`config.mk`:
```
export PLATFORM = sky130hd
export DESIGN_NAME = pipeline_ctrl_flat
export DESIGN_NICKNAME = d
export VERILOG_FILES = /design/src/rtl/pipeline_ctrl_pkg.sv /design/src/rtl/pipeline_ctrl_if.sv /design/src/rtl/pipeline_ctrl_hazard_detect.sv /design/src/rtl/pipeline_ctrl.sv /design/src/flat_wrapper.sv
export SDC_FILE = /design/constraint.sdc
export NUM_CORES = 1
export LEC_CHECK = 0
export CORE_MARGIN = 10
export CORE_UTILIZATION = 51
export DETAILED_ROUTE_END_ITERATION = 12
export HOLD_SLACK_MARGIN = 0.1
export PLACE_DENSITY = 0.91
export SETUP_SLACK_MARGIN = 0.4
export SYNTH_ARGS = -nofsm -noshare
export SYNTH_HDL_FRONTEND = slang
export SYNTH_SLANG_ARGS = --single-unit
```
`constraint.sdc`:
```
create_clock -name clk -period 2.5 [get_ports clk]
set_input_delay 0.625 -clock clk [delete_from_list [all_inputs] [get_ports clk]]
set_output_delay 0.625 -clock clk [all_outputs]
set_load 0.005 [all_outputs]
```
`src/rtl/pipeline_ctrl_pkg.sv`:
```
// Shared pipeline-control definitions: opcodes, FSM encoding, widths and the
// decode-stage source-register payload used by the hazard compare.
package pipeline_ctrl_pkg;

    localparam int unsigned REG_ADDR_W = 5;
    localparam int unsigned OPCODE_W   = 7;
    localparam int unsigned RS_USED_W  = 2;
    localparam int unsigned CNT_W      = 32;
    localparam int unsigned WAIT_W     = 16;
    localparam int unsigned STATE_W    = 2;
    localparam int unsigned INSTR_W    = 32;

    localparam logic [OPCODE_W-1:0] OPC_LOAD = 7'b0000011;
    localparam logic [OPCODE_W-1:0] OPC_JAL  = 7'b1101111;
    localparam logic [OPCODE_W-1:0] OPC_NOP  = 7'b0010011;
    localparam logic [INSTR_W-1:0]  NOP_INSTR = 32'h0000_0013;

    localparam logic [STATE_W-1:0] RUN      = 2'd0;
    localparam logic [STATE_W-1:0] MEM_WAIT = 2'd1;
    localparam logic [STATE_W-1:0] ERROR    = 2'd2;

    typedef struct packed {
        logic [REG_ADDR_W-1:0] addr_rs1;
        logic [REG_ADDR_W-1:0] addr_rs2;
        logic [RS_USED_W-1:0]  rs_used;
    } decode_src_t;

    function automatic logic is_load(input logic [OPCODE_W-1:0] opcode);
        return opcode == OPC_LOAD;
    endfunction

endpackage

```
`src/rtl/pipeline_ctrl_if.sv`:
```
// Handshake bundle between the pipeline datapath and its hazard/stall controller.
interface pipeline_ctrl_if;
    import pipeline_ctrl_pkg::*;

    logic [REG_ADDR_W-1:0] addr_rs1_d;
    logic [REG_ADDR_W-1:0] addr_rs2_d;
    logic [RS_USED_W-1:0]  rs_used_d;
    logic [OPCODE_W-1:0]   opcode_x;
    logic [REG_ADDR_W-1:0] rd_x;
    logic                  br_taken_x;
    logic                  dmem_req_m;
    logic                  dmem_ready_m;

    logic                  stall;
    logic                  stall_xm;
    logic                  kill_dx;
    logic                  bubble_x;
    logic                  pc_redirect;
    logic                  mem_timeout;
    logic [CNT_W-1:0]      stall_cnt;
    logic [CNT_W-1:0]      flush_cnt;

    modport master (
        output addr_rs1_d, addr_rs2_d, rs_used_d, opcode_x, rd_x,
               br_taken_x, dmem_req_m, dmem_ready_m,
        input  stall, stall_xm, kill_dx, bubble_x, pc_redirect,
               mem_timeout, stall_cnt, flush_cnt
    );

    modport slave (
        input  addr_rs1_d, addr_rs2_d, rs_used_d, opcode_x, rd_x,
               br_taken_x, dmem_req_m, dmem_ready_m,
        output stall, stall_xm, kill_dx, bubble_x, pc_redirect,
               mem_timeout, stall_cnt, flush_cnt
    );

endinterface

```
`src/rtl/pipeline_ctrl_hazard_detect.sv`:
```
// Combinational load-use detector: a load in execute writing a register that the
// instruction in decode actually reads.
module pipeline_ctrl_hazard_detect
    import pipeline_ctrl_pkg::*;
(
    input  decode_src_t           i_src,
    input  logic [OPCODE_W-1:0]   i_opcode_x,
    input  logic [REG_ADDR_W-1:0] i_rd_x,
    output logic                  o_load_use_c
);

    logic w_rs1_hit;
    logic w_rs2_hit;

    always_comb begin
        w_rs1_hit    = i_src.rs_used[0] && (i_src.addr_rs1 == i_rd_x);
        w_rs2_hit    = i_src.rs_used[1] && (i_src.addr_rs2 == i_rd_x);
        // x0 is never written, so a load targeting it cannot create a hazard
        o_load_use_c = is_load(i_opcode_x) && (i_rd_x != '0) && (w_rs1_hit || w_rs2_hit);
    end

endmodule

```
`src/rtl/pipeline_ctrl.sv`:
```
// Pipeline stall/flush controller: memory-wait FSM with timeout, branch flush,
// load-use interlock and saturating stall/flush event counters.
module pipeline_ctrl
    import pipeline_ctrl_pkg::*;
#(
    parameter int unsigned MEM_TIMEOUT = 255
)
(
    input  logic           clk,
    input  logic           rst_n,
    pipeline_ctrl_if.slave bus
);

    logic [STATE_W-1:0] r_state;
    logic [STATE_W-1:0] w_state_next;
    logic [WAIT_W-1:0]  r_wait_cnt;
    logic [WAIT_W-1:0]  w_wait_next;
    logic [WAIT_W-1:0]  w_wait_inc;
    logic [CNT_W-1:0]   r_stall_cnt;
    logic [CNT_W-1:0]   r_flush_cnt;

    decode_src_t w_src;
    logic        w_load_use;
    logic        w_mem_block;
    logic        w_stall;
    logic        w_stall_xm;
    logic        w_kill_dx;
    logic        w_bubble_x;
    logic        w_pc_redirect;

    assign w_src = '{addr_rs1: bus.addr_rs1_d,
                     addr_rs2: bus.addr_rs2_d,
                     rs_used:  bus.rs_used_d};

    pipeline_ctrl_hazard_detect u_hazard_detect (
        .i_src        (w_src),
        .i_opcode_x   (bus.opcode_x),
        .i_rd_x       (bus.rd_x),
        .o_load_use_c (w_load_use)
    );

    assign w_mem_block = bus.dmem_req_m && !bus.dmem_ready_m;
    assign w_wait_inc  = r_wait_cnt + WAIT_W'(1);

    always_ff @(posedge clk or negedge rst_n) begin
        if (!rst_n) begin
            r_state    <= RUN;
            r_wait_cnt <= '0;
        end else begin
            r_state    <= w_state_next;
            r_wait_cnt <= w_wait_next;
        end
    end

    // Next state and stall/flush decode; memory block outranks branch outranks load-use
    always_comb begin
        w_state_next  = r_state;
        w_wait_next   = r_wait_cnt;
        w_stall       = 1'b0;
        w_stall_xm    = 1'b0;
        w_kill_dx     = 1'b0;
        w_bubble_x    = 1'b0;
        w_pc_redirect = 1'b0;
        case (r_state)
            RUN: begin
                if (w_mem_block) begin
                    w_stall      = 1'b1;
                    w_stall_xm   = 1'b1;
                    w_state_next = MEM_WAIT;
                    w_wait_next  = '0;
                end else if (bus.br_taken_x) begin
                    w_kill_dx     = 1'b1;
                    w_bubble_x    = 1'b1;
                    w_pc_redirect = 1'b1;
                end else if (w_load_use) begin
                    w_stall    = 1'b1;
                    w_bubble_x = 1'b1;
                end
            end
            MEM_WAIT: begin
                // Whole pipe stays frozen on the completion cycle; a pending branch is taken next cycle
                w_stall    = 1'b1;
                w_stall_xm = 1'b1;
                if (bus.dmem_ready_m) begin
                    w_state_next = RUN;
                end else begin
                    w_wait_next = w_wait_inc;
                    if (w_wait_inc == WAIT_W'(MEM_TIMEOUT)) begin
                        w_state_next = ERROR;
                    end
                end
            end
            ERROR: begin
                w_stall    = 1'b1;
                w_stall_xm = 1'b1;
            end
            default: begin
                w_state_next = RUN;
            end
        endcase
    end

    // Saturating event counters
    always_ff @(posedge clk or negedge rst_n) begin
        if (!rst_n) begin
            r_stall_cnt <= '0;
            r_flush_cnt <= '0;
        end else begin
            if (w_stall && (r_stall_cnt != '1)) begin
                r_stall_cnt <= r_stall_cnt + CNT_W'(1);
            end
            if (w_pc_redirect && (r_flush_cnt != '1)) begin
                r_flush_cnt <= r_flush_cnt + CNT_W'(1);
            end
        end
    end

    assign bus.stall       = w_stall;
    assign bus.stall_xm    = w_stall_xm;
    assign bus.kill_dx     = w_kill_dx;
    assign bus.bubble_x    = w_bubble_x;
    assign bus.pc_redirect = w_pc_redirect;
    assign bus.mem_timeout = (r_state == ERROR);
    assign bus.stall_cnt   = r_stall_cnt;
    assign bus.flush_cnt   = r_flush_cnt;

endmodule

```
`src/flat_wrapper.sv`:
```
// flat-port wrapper written by rule: the top's interface ports become plain ports
module pipeline_ctrl_flat import pipeline_ctrl_pkg::*;
#(
    parameter int unsigned MEM_TIMEOUT = 255
)
  (clk, rst_n, bus_addr_rs1_d, bus_addr_rs2_d, bus_rs_used_d, bus_opcode_x, bus_rd_x, bus_br_taken_x, bus_dmem_req_m, bus_dmem_ready_m, bus_stall, bus_stall_xm, bus_kill_dx, bus_bubble_x, bus_pc_redirect, bus_mem_timeout, bus_stall_cnt, bus_flush_cnt);
  pipeline_ctrl_if bus_i ();
  input  logic clk;
  input  logic rst_n;
  input wire logic [$bits(bus_i.addr_rs1_d)-1:0] bus_addr_rs1_d;
  input wire logic [$bits(bus_i.addr_rs2_d)-1:0] bus_addr_rs2_d;
  input wire logic [$bits(bus_i.rs_used_d)-1:0] bus_rs_used_d;
  input wire logic [$bits(bus_i.opcode_x)-1:0] bus_opcode_x;
  input wire logic [$bits(bus_i.rd_x)-1:0] bus_rd_x;
  input wire logic [$bits(bus_i.br_taken_x)-1:0] bus_br_taken_x;
  input wire logic [$bits(bus_i.dmem_req_m)-1:0] bus_dmem_req_m;
  input wire logic [$bits(bus_i.dmem_ready_m)-1:0] bus_dmem_ready_m;
  output wire logic [$bits(bus_i.stall)-1:0] bus_stall;
  output wire logic [$bits(bus_i.stall_xm)-1:0] bus_stall_xm;
  output wire logic [$bits(bus_i.kill_dx)-1:0] bus_kill_dx;
  output wire logic [$bits(bus_i.bubble_x)-1:0] bus_bubble_x;
  output wire logic [$bits(bus_i.pc_redirect)-1:0] bus_pc_redirect;
  output wire logic [$bits(bus_i.mem_timeout)-1:0] bus_mem_timeout;
  output wire logic [$bits(bus_i.stall_cnt)-1:0] bus_stall_cnt;
  output wire logic [$bits(bus_i.flush_cnt)-1:0] bus_flush_cnt;
  assign bus_i.addr_rs1_d = bus_addr_rs1_d;
  assign bus_i.addr_rs2_d = bus_addr_rs2_d;
  assign bus_i.rs_used_d = bus_rs_used_d;
  assign bus_i.opcode_x = bus_opcode_x;
  assign bus_i.rd_x = bus_rd_x;
  assign bus_i.br_taken_x = bus_br_taken_x;
  assign bus_i.dmem_req_m = bus_dmem_req_m;
  assign bus_i.dmem_ready_m = bus_dmem_ready_m;
  assign bus_stall = bus_i.stall;
  assign bus_stall_xm = bus_i.stall_xm;
  assign bus_kill_dx = bus_i.kill_dx;
  assign bus_bubble_x = bus_i.bubble_x;
  assign bus_pc_redirect = bus_i.pc_redirect;
  assign bus_mem_timeout = bus_i.mem_timeout;
  assign bus_stall_cnt = bus_i.stall_cnt;
  assign bus_flush_cnt = bus_i.flush_cnt;
  pipeline_ctrl #(.MEM_TIMEOUT(MEM_TIMEOUT)) u_core (.clk(clk), .rst_n(rst_n), .bus(bus_i));
endmodule
```
==> results.toml <==
[run_status]
outcome = "complete, no violations"

[grt]
met3_usage_pct = 5.67
grt-ovfl-total = 0
grtUsageMet2_pct = 33.0
grt_max_degree = 38
grt_pass1_vias = 4051
grt_first_pass_wirelength_um = 20900
track_usage_pct = 19.5
antenna_found_initial = 1
met1_usage_pct = 22.9
grt.busiest_layer = "met2"

[clocking]
clockRootBuffer = "clkbuf_8"
clock-sinks = 82
h-tree-depth = 3
clk_pin_slew_ps = 80
cts_buffers = 9
cts_buffer_depth = 2
clk_latency_ps = 360
cts_tree = "yes"

[final_layout]
drive_gt1_share_pct = 27.4
design_area_um2 = 6290
area_growth_pct = 41.4
regArea_um2 = 2070
final_nets = 635
multi_input_area_um2 = 2510
post-route-util_pct = 73.2
fill_cells = 539

[sta]
setup-tns-final_ps = 0
slew_viol_final = 0
worstMarginPinSlew_ps = 514
rsz0062_at_grt = "true"
hold_violations = 0
clock_skew_ps = 8.73
period_minus_slack_ps = 2300
setup_viol = 0
period_share_pct = 92.2
fmax_mhz = 434
fin_ws_ps = 196
slew_headroom_pct = 65.7

[floorplan]
die_x_um = 113
die_area_um2 = 12900
start_util_pct = 51.7
ioPinCount = 99
core_um2 = 8590
die_h_um = 113
std_cell_rows = 34

[critical_path]
crit_path_end_kind = "primary output"
startpoint_type = "input port"
critPathArrivalTime_ps = 1680
worst-setup-path-type = "in2out"
path_max_fanout = 2
crit_path_top_delay_cell = "a31o_2"
critical_path.cell_chain = "clkdlybuf4s15_1, xnor2_1, nand2_1, o22ai_2, a31o_2, buf_6"
path_delay_family = "compound AO/OA/AOI/OAI gates"
worst_path_largest_cell_delay_ps = 230
critPathRequiredTime_ps = 1880
path_buf_inv = 2

[synth]
synth-main-ff-cell = "dfrtp_1"
yosysUniqueCellTypes = 54
synthArstFlopShare_pct = 100
syn_area_um2 = 4450
yosys-top-cells-count = "82 x dfrtp_1, 47 x nand2_1, 43 x xnor2_1"
yosys.area.top_type = "dfrtp_1"
synth.top_cell.area_share_pct = 46.1
synth_nets = 485
yosys_warnings = 0
ys_ff_latch = 82
netlist_top_cells_area = "dfrtp_1 46%, xnor2_1 8.5%, xor2_1 5.9%"
synth_most_common_cell = "dfrtp_1"
synth_edf_count = 0
seq_area_frac_synth_pct = 46.1
synthCells = 448
avgSynthCellArea_um2 = 9.93

[run]
drv_cap = 0

[route]
drtAntennaViolNets = 0
post_drt_wl_per_cell_um = 19.6
routed_wl_um = 14000
drt_first_pass_iters = 6
drtIter0Drc = 408
vias = 4317
drc = 0
viasPerCell = 6.06

[power]
leakagePower_uw = 0.00278
total_power_uw = 4160
peakVddDrop_mv = 0.536
powerDensity_nw_per_um2 = 662

[placed_design]
dp_hpwl_um = 9270
gp_congestion = 0.881
place_ws_ps = -620
port_buffers = 98
placed_cell_area_um2 = 5730

[min_path]
hold_path_class = "in2async"
[area by class of cell]
type | instances | area share [%]
Clock buffer | 10 | 2.03
Clock inverter | 6 | 1.03
Sequential cell | 82 | 33.0
Timing Repair Buffer | 151 | 21.1
Antenna cell | 1 | 0.0398
Tap cell | 108 | 2.15
Inverter | 12 | 0.716
Multi-Input combinational cell | 342 | 39.9
[through the flow]
stage,hold WS [ps],instances
after CTS,230,691
after global placement,477,669
final,215,712
after global routing,241,712
after detailed placement,482,669
after floorplan,329,448
[worst paths after layout]
path,from,to,slack [ps],cells after the start
max,bus_addr_rs1_d[0],bus_stall,200,6
min,rst_n,u_core.bus.flush_cnt[9]$_DFFE_PN0P_,220,1
max reg2reg,u_core.r_wait_cnt[5]$_DFFE_PN0P_,u_core.r_state[0]$_DFFE_PN0P_,240,9
min reg2reg,u_core.bus.stall_cnt[27]$_DFFE_PN0P_,u_core.bus.stall_cnt[27]$_DFFE_PN0P_,490,1
max in group asynchronous,rst_n,u_core.r_wait_cnt[2]$_DFFE_PN0P_,1630,2
min in group clk,u_core.bus.stall_cnt[27]$_DFFE_PN0P_,u_core.bus.stall_cnt[27]$_DFFE_PN0P_,490,1
[cells by family after synthesis]
group | after synthesis | share of synthesized area (%)
xor+xnor | 73 | 14.4
flops | 82 | 46.1
mux | 5 | 1.29
buf+inv | 24 | 2.53
fa+ha+maj | 8 | 2.25
simple gates | 202 | 26.1
compound gates | 54 | 7.32
[per-layer routing]
layer,vias to the layer above,share of wire [%]
met3,58,7.7
li1,1904,-
met1,2109,38
met5,-,0
met4,0,3.2
met2,246,51
[repair_timing]
item	4_1_cts	5_1_grt
resized for setup	123	47
setup buffers	6	19
cloned	0	1
pin swaps	23	22
endpoints found under the hold margin	0	0
setup endpoints to repair	68	54
hold buffers	0	0
[layout by cell type, fill, tap and decap left out, types with 15 or more instances in the layout]
| cell type | synthesis | layout |
|---|---|---|
| clkdlybuf4s50_1 | 0 | 64 |
| dfrtp_1 | 82 | 64 |
| buf_4 | 1 | 48 |
| nand2_1 | 47 | 45 |
| xnor2_1 | 43 | 42 |
| nand4_1 | 31 | 31 |
| nand3_1 | 33 | 31 |
| xor2_1 | 30 | 30 |
| nor2_1 | 27 | 22 |
| o21ai_0 | 21 | 20 |
| dfrtp_2 | 0 | 18 |
| buf_2 | 2 | 15 |
[worst reg2reg max path, stage by stage, from the launching register on]
cell and delay [ps]:
dfrtp_2 440, nand4_1 200, buf_4 190, nor4_1 350
buf_4 200, nand3_1 70, o31ai_1 90, nand4_1 180
nand2_1 130, mux2_4 300
[power breakdown]
group	internal, uW	leakage (uW)	switching, uW	total, uW
sequential	1460	0.00108	233	1700
clock	466	0.0000971	506	972
combinational	767	0.00160	727	1490
total	2700	0.00278	1470	4160
[sequential cells by signal, indices dropped and copies added, names as in the netlist]
| register | cells |
|---|---|
| u_core.r_state | 2 |
| u_core.bus.flush_cnt | 32 |
| u_core.bus.stall_cnt | 32 |
| u_core.r_wait_cnt | 16 |
(Power assumes the default switching activity.)
==> patch (same settings) <==
`MEM_TIMEOUT` is set to 255 in 2 places; all go to 127.
--- a/src/rtl/pipeline_ctrl.sv
+++ b/src/rtl/pipeline_ctrl.sv
@@ -3,7 +3,7 @@
 module pipeline_ctrl
     import pipeline_ctrl_pkg::*;
 #(
-    parameter int unsigned MEM_TIMEOUT = 255
+    parameter int unsigned MEM_TIMEOUT = 127
 )
 (
     input  logic           clk,
--- a/src/flat_wrapper.sv
+++ b/src/flat_wrapper.sv
@@ -1,7 +1,7 @@
 // flat-port wrapper written by rule: the top's interface ports become plain ports
 module pipeline_ctrl_flat import pipeline_ctrl_pkg::*;
 #(
-    parameter int unsigned MEM_TIMEOUT = 255
+    parameter int unsigned MEM_TIMEOUT = 127
 )
   (clk, rst_n, bus_addr_rs1_d, bus_addr_rs2_d, bus_rs_used_d, bus_opcode_x, bus_rd_x, bus_br_taken_x, bus_dmem_req_m, bus_dmem_ready_m, bus_stall, bus_stall_xm, bus_kill_dx, bus_bubble_x, bus_pc_redirect, bus_mem_timeout, bus_stall_cnt, bus_flush_cnt);
   pipeline_ctrl_if bus_i ();
Check against the original RTL: same outputs for any inputs over 10 cycles, from zero or initial values and one cycle with rst_n low; that may be too few to reach the edited logic, so the function may still have changed.
==> patch against the unedited design <==
Critical path type unchanged. First-iteration DRC count shrank 17%. Final cell count grew 5.9%. Wire length grew 13%. Via count grew 7.7%. Count of clock-buffer cells in the layout is the same. Combinational power grew 44%. Critical endpoint unchanged. Die area grew 2.2%. Area after synthesis grew 2.7%. Sequential cell count is the same. Design area grew 12%. Power grew 16%. Setup slack lost 0.42 ns. The run now ends with setup timing left. Clock skew grew 0.019 ns.
==> patch: results (changes against the unedited design) <==
* Vias in the first global route at 4725 (+17%)
* Synth unique cells at 50 (-7.4%)
* Failing checks: setup timing
* Beginning of the critical path: bus_rd_x[1]
* GP Congestion at 0.9229 (+4.7%)
* Syn nets at 514 (+6.0%)
* Clock Power Share at 0.218 (-0.016)
* Logic gate share of total power at 0.442 (+0.083)
* Reg2reg end: u_core.bus.stall_cnt[14]$_DFFE_PN0P_
* Outcome: finished, violations left
* Final Skew at 0.02785 ns (+0.01912 ns)
* Final setup fails at 32 (+32)
* Layout cell share with drive strength beyond 1 at 0.2693 (-0.004282)
* Synth area leaders: dfrtp_1, xor2_1, xnor2_1, nand2_1, nand4_1
* Seq/Total Area, Yosys at 0.4494 (-0.01201)
* Setup ws final at -0.2209 ns (-0.4170 ns)
* Met2 routed wirelength at 8008 µm (+12%)
* Total negative slack at -3.909 ns (-3.909 ns)
* Switching Share at 0.3675 (+0.01529)
* Worst reg2reg setup slack at -0.19 ns (-0.43 ns)
* Post-synth top cells: dfrtp_1, nand2_1, xor2_1, xnor2_1, nand3_1
* DRT Pass-1 Iters at 5 (-1)
* Filler-free cell count of the finished design at 754 (+5.9%)
* Worst path arrival time at 2.10 ns (+0.42 ns)
* Dpl ws at -0.8519 ns (-0.2316 ns)
* Vias/cell at 6.164 (+1.7%)
* First-pass GRT wire length at 24370 µm (+17%)
* Largest net degree at the start of global routing at 64 (+68%)
* Mapped Avg Cell Area at 9.572 µm² (-3.6%)
* Nets at 678 (+6.8%)
## patch: cell types whose count changed after synthesis, sizes merged, moves of 5 or more
| cell | unedited run | this run |
|---|---|---|
| a21oi | 9 | 4 |
| clkbuf | 7 | 12 |
| nor4 | 11 | 20 |
| or4 | 1 | 6 |
| xnor2 | 43 | 36 |
| xor2 | 30 | 40 |
## patch: kinds of logic (layout without fill, tap and decap cells)
| logic type | after synthesis | count (layout) | share of synthesized area |
|---|---|---|---|
| AND/OR/NAND/NOR | 220 | 220 | 0.2576 |
| adder cells (fa/ha/maj) | 8 | 8 | 0.02192 |
| XOR/XNOR | 76 | 76 | 0.1458 |
| buffers and inverters | 36 | 205 | 0.03754 |
| flip-flops | 82 | 82 | 0.4494 |
| multiplexers | 4 | 4 | 0.01014 |
| AO/OA/AOI/OAI | 51 | 51 | 0.07756 |
## patch: critical path: stages
cell and delay [ns]:
clkdlybuf4s15_1 0.20, or4_4 0.42, o211a_1 0.25, buf_6 0.12, a31o_4 0.21, and2_4 0.15
buf_6 0.11
## patch: through the flow
stage	total power [mW]	utilization	cell area, µm²
floorplan	2.395	-	4718
global placement	3.055	0.7040	6140
detailed placement	3.123	0.7040	6140
CTS	4.570	0.7786	6790
global route	5.042	0.8049	7019
finish	4.834	0.8049	7019
## patch: area by class of cell
class	count	area, µm²
multi-input combinational	359	2884
sequential	82	2059
fill	474	1702
timing repair buffer	174	1675
clock buffer	10	137.6
tap	108	135.1
clock inverter	6	71.32
inverter	15	56.30
## patch: timing repair
item,CTS,global route
pin swaps,31,24
setup endpoints to repair,60,64
buffers inserted,15,7
hold endpoints to repair,0,0
resized for setup,115,38
gates cloned,1,0
